### src/rtl/rect_loop_sched_pkg.sv
// Shared types and constants for the 4x4 rectangle-flip scheduler.
package rect_loop_pkg;

    localparam int unsigned ROWS   = 4;
    localparam int unsigned COLS   = 4;
    localparam int unsigned MW     = ROWS * COLS;
    localparam int unsigned N_RECT = 36;
    localparam int unsigned IDX_W  = 6;
    localparam int unsigned SWP_W  = 8;
    localparam int unsigned CNT_W  = 16;

    typedef enum logic [1:0] {IDLE, RUN, DONE} state_t;

    typedef struct packed {
        logic [1:0] r1;
        logic [1:0] r2;
        logic [1:0] c1;
        logic [1:0] c2;
    } rect_t;

    // Row-major layout with cell (0,0) at the MSB.
    function automatic logic [3:0] cell_bit(input logic [1:0] r, input logic [1:0] c);
        return 4'(MW - 1 - (32'(r) * COLS + 32'(c)));
    endfunction

    // Rectangle index -> corners: r1 outer, r2, c1, c2 innermost.
    function automatic rect_t rect_lut(input logic [IDX_W-1:0] idx);
        rect_t       rect;
        int unsigned k;
        rect = '0;
        k    = 0;
        for (int unsigned r1 = 0; r1 < ROWS; r1++) begin
            for (int unsigned r2 = r1 + 1; r2 < ROWS; r2++) begin
                for (int unsigned c1 = 0; c1 < COLS; c1++) begin
                    for (int unsigned c2 = c1 + 1; c2 < COLS; c2++) begin
                        if (IDX_W'(k) == idx) begin
                            rect = '{r1: 2'(r1), r2: 2'(r2), c1: 2'(c1), c2: 2'(c2)};
                        end
                        k++;
                    end
                end
            end
        end
        return rect;
    endfunction

endpackage

### src/rtl/rect_loop_sched_if.sv
// Load/result handshake bundle between the matrix source, scheduler and sink.
interface rect_loop_sched_if;
    import rect_loop_pkg::*;

    logic             in_valid;
    logic             in_ready;
    logic [MW-1:0]    m_in;
    logic [SWP_W-1:0] n_sweeps;
    logic             out_valid;
    logic             out_ready;
    logic [MW-1:0]    m_out;
    logic [CNT_W-1:0] flip_count;
    logic             busy;

    modport slave (
        input  in_valid, m_in, n_sweeps, out_ready,
        output in_ready, out_valid, m_out, flip_count, busy
    );

    modport master (
        output in_valid, m_in, n_sweeps, out_ready,
        input  in_ready, out_valid, m_out, flip_count, busy
    );

endinterface

### src/rtl/rect_loop_sched_corner_flip.sv
// Combinational corner test and XOR of one rectangle's four corners.
module rect_corner_flip
    import rect_loop_pkg::*;
(
    input  logic [MW-1:0] matrix,
    input  rect_t         rect,
    input  logic          check_en,
    output logic          is_checker,
    output logic [MW-1:0] mask,
    output logic [MW-1:0] flipped
);

    logic [3:0] b11, b12, b21, b22;

    always_comb begin
        b11 = cell_bit(rect.r1, rect.c1);
        b12 = cell_bit(rect.r1, rect.c2);
        b21 = cell_bit(rect.r2, rect.c1);
        b22 = cell_bit(rect.r2, rect.c2);

        mask      = '0;
        mask[b11] = 1'b1;
        mask[b12] = 1'b1;
        mask[b21] = 1'b1;
        mask[b22] = 1'b1;

        // Diagonals equal and differing from each other: a 2x2 checkerboard.
        is_checker = check_en ? ((matrix[b11] == matrix[b22]) &&
                                 (matrix[b12] == matrix[b21]) &&
                                 (matrix[b11] != matrix[b12]))
                              : 1'b1;
        flipped = is_checker ? (matrix ^ mask) : matrix;
    end

endmodule

### src/rtl/rect_loop_sched.sv
// Sweeps all 36 rectangles of a 4x4 binary matrix, flipping checkerboard corners,
// one rectangle per clock for n_sweeps sweeps.
module rect_loop_sched
    import rect_loop_pkg::MW, rect_loop_pkg::IDX_W, rect_loop_pkg::SWP_W,
           rect_loop_pkg::CNT_W, rect_loop_pkg::N_RECT, rect_loop_pkg::state_t,
           rect_loop_pkg::IDLE, rect_loop_pkg::RUN, rect_loop_pkg::DONE,
           rect_loop_pkg::rect_t, rect_loop_pkg::rect_lut;
#(
    parameter int unsigned ROWS     = 4,
    parameter int unsigned COLS     = 4,
    parameter bit          CHECK_EN = 1'b1
) (
    input logic              clk,
    input logic              rst_n,
    rect_loop_sched_if.slave bus
);

    if (ROWS != 4 || COLS != 4) begin : g_bad_geometry
        $error("rect_loop_sched supports only a 4x4 matrix");
    end

    state_t           state, state_d;
    logic [MW-1:0]    matrix, matrix_d;
    logic [IDX_W-1:0] idx, idx_d;
    logic [SWP_W-1:0] sweeps, sweeps_d;
    logic [CNT_W-1:0] flip_cnt, flip_cnt_d;
    logic [MW-1:0]    m_out_q;
    logic             in_ready_q, out_valid_q, busy_q;

    rect_t            rect;
    logic             is_checker;
    logic [MW-1:0]    mask, flipped;

    assign rect = rect_lut(idx);

    rect_corner_flip u_flip (
        .matrix     (matrix),
        .rect       (rect),
        .check_en   (1'(CHECK_EN)),
        .is_checker (is_checker),
        .mask       (mask),
        .flipped    (flipped)
    );

    // Next state, matrix, sweep bookkeeping and saturating flip count.
    always_comb begin
        state_d    = state;
        matrix_d   = matrix;
        idx_d      = idx;
        sweeps_d   = sweeps;
        flip_cnt_d = flip_cnt;
        case (state)
            IDLE: begin
                if (bus.in_valid) begin
                    matrix_d   = bus.m_in;
                    sweeps_d   = bus.n_sweeps;
                    flip_cnt_d = '0;
                    idx_d      = '0;
                    state_d    = (bus.n_sweeps == '0) ? DONE : RUN;
                end
            end
            RUN: begin
                matrix_d = flipped;
                if (is_checker && (flip_cnt != '1)) begin
                    flip_cnt_d = flip_cnt + CNT_W'(1);
                end
                if (idx == IDX_W'(N_RECT - 1)) begin
                    idx_d    = '0;
                    sweeps_d = sweeps - SWP_W'(1);
                    if (sweeps == SWP_W'(1)) begin
                        state_d = DONE;
                    end
                end else begin
                    idx_d = idx + IDX_W'(1);
                end
            end
            DONE: begin
                if (bus.out_ready) begin
                    state_d = IDLE;
                end
            end
            default: state_d = IDLE;
        endcase
    end

    always_ff @(posedge clk or negedge rst_n) begin
        if (!rst_n) begin
            state       <= IDLE;
            matrix      <= '0;
            idx         <= '0;
            sweeps      <= '0;
            flip_cnt    <= '0;
            m_out_q     <= '0;
            in_ready_q  <= 1'b1;
            out_valid_q <= 1'b0;
            busy_q      <= 1'b0;
        end else begin
            state       <= state_d;
            matrix      <= matrix_d;
            idx         <= idx_d;
            sweeps      <= sweeps_d;
            flip_cnt    <= flip_cnt_d;
            m_out_q     <= matrix_d;
            in_ready_q  <= (state_d == IDLE);
            out_valid_q <= (state_d == DONE);
            busy_q      <= (state_d == RUN);
        end
    end

    assign bus.in_ready   = in_ready_q;
    assign bus.out_valid  = out_valid_q;
    assign bus.busy       = busy_q;
    assign bus.m_out      = m_out_q;
    assign bus.flip_count = flip_cnt;

endmodule

### src/flat_wrapper.sv
// flat-port wrapper written by rule: the top's interface ports become plain ports
module rect_loop_sched_flat import rect_loop_pkg::MW, rect_loop_pkg::IDX_W, rect_loop_pkg::SWP_W,
           rect_loop_pkg::CNT_W, rect_loop_pkg::N_RECT, rect_loop_pkg::state_t,
           rect_loop_pkg::IDLE, rect_loop_pkg::RUN, rect_loop_pkg::DONE,
           rect_loop_pkg::rect_t, rect_loop_pkg::rect_lut;
#(
    parameter int unsigned ROWS     = 4,
    parameter int unsigned COLS     = 4,
    parameter bit          CHECK_EN = 1'b1
)
  (clk, rst_n, bus_in_valid, bus_m_in, bus_n_sweeps, bus_out_ready, bus_in_ready, bus_out_valid, bus_m_out, bus_flip_count, bus_busy);
  rect_loop_sched_if bus_i ();
  input logic clk;
  input logic rst_n;
  input wire logic [$bits(bus_i.in_valid)-1:0] bus_in_valid;
  input wire logic [$bits(bus_i.m_in)-1:0] bus_m_in;
  input wire logic [$bits(bus_i.n_sweeps)-1:0] bus_n_sweeps;
  input wire logic [$bits(bus_i.out_ready)-1:0] bus_out_ready;
  output wire logic [$bits(bus_i.in_ready)-1:0] bus_in_ready;
  output wire logic [$bits(bus_i.out_valid)-1:0] bus_out_valid;
  output wire logic [$bits(bus_i.m_out)-1:0] bus_m_out;
  output wire logic [$bits(bus_i.flip_count)-1:0] bus_flip_count;
  output wire logic [$bits(bus_i.busy)-1:0] bus_busy;
  assign bus_i.in_valid = bus_in_valid;
  assign bus_i.m_in = bus_m_in;
  assign bus_i.n_sweeps = bus_n_sweeps;
  assign bus_i.out_ready = bus_out_ready;
  assign bus_in_ready = bus_i.in_ready;
  assign bus_out_valid = bus_i.out_valid;
  assign bus_m_out = bus_i.m_out;
  assign bus_flip_count = bus_i.flip_count;
  assign bus_busy = bus_i.busy;
  rect_loop_sched #(.ROWS(ROWS), .COLS(COLS), .CHECK_EN(CHECK_EN)) u_core (.clk(clk), .rst_n(rst_n), .bus(bus_i));
endmodule
### config.mk
export PLATFORM = sky130hd
export DESIGN_NAME = rect_loop_sched_flat
export DESIGN_NICKNAME = d
export VERILOG_FILES = /design/src/rtl/rect_loop_sched_pkg.sv /design/src/rtl/rect_loop_sched_if.sv /design/src/rtl/rect_loop_sched_corner_flip.sv /design/src/rtl/rect_loop_sched.sv /design/src/flat_wrapper.sv
export SDC_FILE = /design/constraint.sdc
export NUM_CORES = 1
export LEC_CHECK = 0
export ABC_AREA = 1
export CAP_MARGIN = 20
export CORE_ASPECT_RATIO = 0.5
export CORE_MARGIN = 1
export CORE_UTILIZATION = 52
export CTS_CLUSTER_SIZE = 25
export DETAILED_ROUTE_END_ITERATION = 16
export PLACE_DENSITY = 0.74
export SLEW_MARGIN = 25
export SYNTH_ARGS = -nofsm -noshare
export SYNTH_HDL_FRONTEND = slang
export SYNTH_SLANG_ARGS = --single-unit
### constraint.sdc
create_clock -name clk -period 9.7 [get_ports clk]
set_input_delay 2.91 -clock clk [delete_from_list [all_inputs] [get_ports clk]]
set_output_delay 2.91 -clock clk [all_outputs]
set_load 0.005 [all_outputs]
==> results.cfg <==
[status]
outcome = finished clean

[setup_path]
crit_path_max_fanout = 21
r2r_slack_ns = 5.47
cp_slowest_cell = clkdlybuf4s50_1
worst_ep_required_time_ns = 9.92
cp-end-kind = register
cp.arrival_ns = 5.05
path_class = in2reg
max_stage_delay_ns = 0.48
crit_path_cell_trace = clkdlybuf4s50_1, nand2_1, buf_4, nand2_1, inv_1, nor2_1, inv_1, a21oi_1, mux2i_1
critPathLaunchType = input port

[drt]
drtPass1Iterations = 7
remaining_drc_errors = 0
vias_per_cell = 5.55
wl_per_cell_um = 14.5
ant_nets = 0
routed_wl_um = 12300
drt_iter0_drc = 408
vias = 4679

[cells_and_area]
antennaDiodeCount = 0
drive_above_1_share_pct = 5.58
areaGrowthSynthToFinish_pct = 19.7
fillerInstances = 748
instances_no_fill = 843
fin_nets = 769

[clock_tree]
cts-buffers-inserted = 5
clkSinkCount = 51
cts_resized = 0
cts_setup_buffers = 0
holdBufCountCts = 0
cts_buffer_depth = 2
cts_tree = yes
clkLatencyLatePin_ns = 0.30
cts_root_buffer = clkbuf_16
clkTransAtPathRegs_ns = 0.07
h-tree-depth = 2

[synth]
yosysSeqAreaShare_pct = 30.1
yosys-top-cells-area = dfrtp_1 30%, nand2_1 15%, inv_1 8.2%
ys_async_sr_fraction_pct = 100
synthAdderAreaFrac_pct = 2.07
synth_mux_area_share_pct = 0.236
synthCells = 679
synth_top_area_share_pct = 29.5
synth_edf_count = 0
ys_ff_latch = 51
synth_top_cell_by_area = dfrtp_1
ys_top_cells_by_count = 170 x nand2_1, 93 x inv_1, 85 x nor2_1
synth_compound_area_share_pct = 15.6
synth_top_family_by_area = simple AND/OR/NAND/NOR gates
synth-xor-area-share_pct = 1.03
yosys.area_share.simple_pct = 39.8
yosysWarningCount = 0
syn-mean-instance-area_um2 = 6.24
yosysMostFrequentCell = nand2_1
synth_fp_nets = 714
netlist_area_um2 = 4240
synth_cell_types = 42
synth_ff_type = dfrtp_1

[run]
drv_cap = 0

[timing]
finalSetupTns_ns = 0
rsz0062_at_grt = false
skew_ns = 0.00797
drv_slew = 0
hold_viol_final = 0
relSlewSlack_pct = 49.1
setup_violations = 0
post-route-period-util_pct = 49.8
min_period_ns = 4.83
tightest_slew_ns = 0.762
max_freq_ghz = 0.207

[grt]
track_usage_pct = 30.6
antenna_found_initial = 0
grt_pass1_wl_um = 20100
grt_overflow = 0
grt_pass1_vias = 4140
grt_start_max_net_pins = 52

[placement]
placed_cells = 835
io_buffers = 62
gp_congestion = 0.949
place_hpwl_um = 9040

[pwr]
ir_drop_uv = 67.2
leakagePower_nw = 2.46
p_per_area_nw_per_um2 = 82.1

[floorplanning]
fp.coreArea_um2 = 7600
die_w_um = 130
rows = 22
die_area_um2 = 8540
ios = 63
die_y_um = 65.9
start_util_pct = 55.8

[worst_hold_path]
hp-class = reg2reg
[per-stage QoR]
step / total power, mW / cell area, um^2 / hold WS, ns / setup slack, ns / util (%)
floorplan: 0.219 / 4240 / 0.465 / 5.75 / -
global placement: 0.235 / 4920 / 0.483 / 4.65 / 64.8
detailed placement: 0.235 / 4920 / 0.488 / 4.59 / 64.8
CTS: 0.419 / 5070 / 0.503 / 4.91 / 66.8
global route: 0.432 / 5070 / 0.515 / 4.65 / 66.8
finish: 0.417 / 5070 / 0.503 / 4.87 / 66.8
[critical path: cells and delay by family]
kind	cells	cell delay (ns)
buf+inv	4	1.00
simple gates	3	0.75
compound gates	1	0.20
mux	1	0.19
[layout by cell type (no fill, tap or decap), types with 2 or more instances in the layout]
cell,Yosys,layout
nand2_1,170,170
inv_1,93,93
nor2_1,85,85
nand3_1,68,68
clkdlybuf4s50_1,0,61
dfrtp_1,50,50
o21ai_0,37,37
nor3_1,30,30
a21oi_1,19,19
o21ai_1,18,18
inv_2,9,9
nand4_1,9,9
nand2_2,8,8
a31oi_1,8,8
o31ai_1,8,8
ha_1,7,7
o22ai_1,5,5
xor2_1,5,5
clkbuf_16,0,5
nand2_4,4,4
a22o_1,4,4
nor4_1,3,3
o211ai_1,3,3
buf_4,2,3
nor2_2,2,2
nor2_4,2,2
o221ai_1,2,2
[registers in the layout (all words and copies together), names as in the netlist]
signal / flops
u_core.bus.flip_count: 16
u_core.matrix: 16
u_core.sweeps: 8
u_core.idx: 6
u_core.state: 2
u_core.bus.busy: 1
u_core.bus.in_ready: 1
u_core.bus.out_valid: 1
[layout make-up]
type	instances	area, um^2	share of cell area, %
Multi-Input combinational cell	509	2490	49.1
Clock buffer	7	143	2.81
Sequential cell	51	1280	25.2
Clock inverter	1	8.76	0.173
Timing Repair Buffer	65	638	12.6
Inverter	102	383	7.54
Tap cell	108	135	2.66
[worst paths after layout]
| check | to | cells after the start | startpoint |
|---|---|---|---|
| min | u_core.sweeps[5] | 1 | u_core.sweeps[5] |
| max in group asynchronous | u_core.idx[4] | 2 | rst_n |
| max | u_core.sweeps[3] | 9 | bus_in_valid |
| max reg2reg | u_core.matrix[12] | 28 | u_core.idx[0] |
| min in group asynchronous | u_core.bus.flip_count[2] | 2 | rst_n |
| min reg2reg | u_core.sweeps[5] | 1 | u_core.sweeps[5] |
[cell families (layout without fill, tap and decap cells)]
logic type | Yosys count | in the layout
compound gates | 112 | 112
fa+ha+maj | 7 | 7
buf+inv | 119 | 175
mux | 1 | 1
flops | 51 | 51
simple gates | 384 | 384
xor+xnor | 5 | 5
[where the power goes]
| part | total (mW) | switching [mW] | internal, mW | leakage, nW |
|---|---|---|---|---|
| Clock | 0.186 | 0.0826 | 0.104 | 0.0741 |
| Sequential | 0.213 | 0.000319 | 0.213 | 0.606 |
| Combinational | 0.0172 | 0.00705 | 0.0102 | 1.78 |
| Total | 0.417 | 0.0899 | 0.327 | 2.46 |
[routing by layer]
metal	wire, um	track usage [%]	up-vias	part of all wire [%]
li1	-	-	2344	-
met1	5830	43.8	2157	48
met2	5320	47.5	168	43
met3	997	6.55	10	8.1
met4	97	6.83	0	0.79
met5	0	0	-	0
No activity file was read; power rests on OpenSTA's default activity.
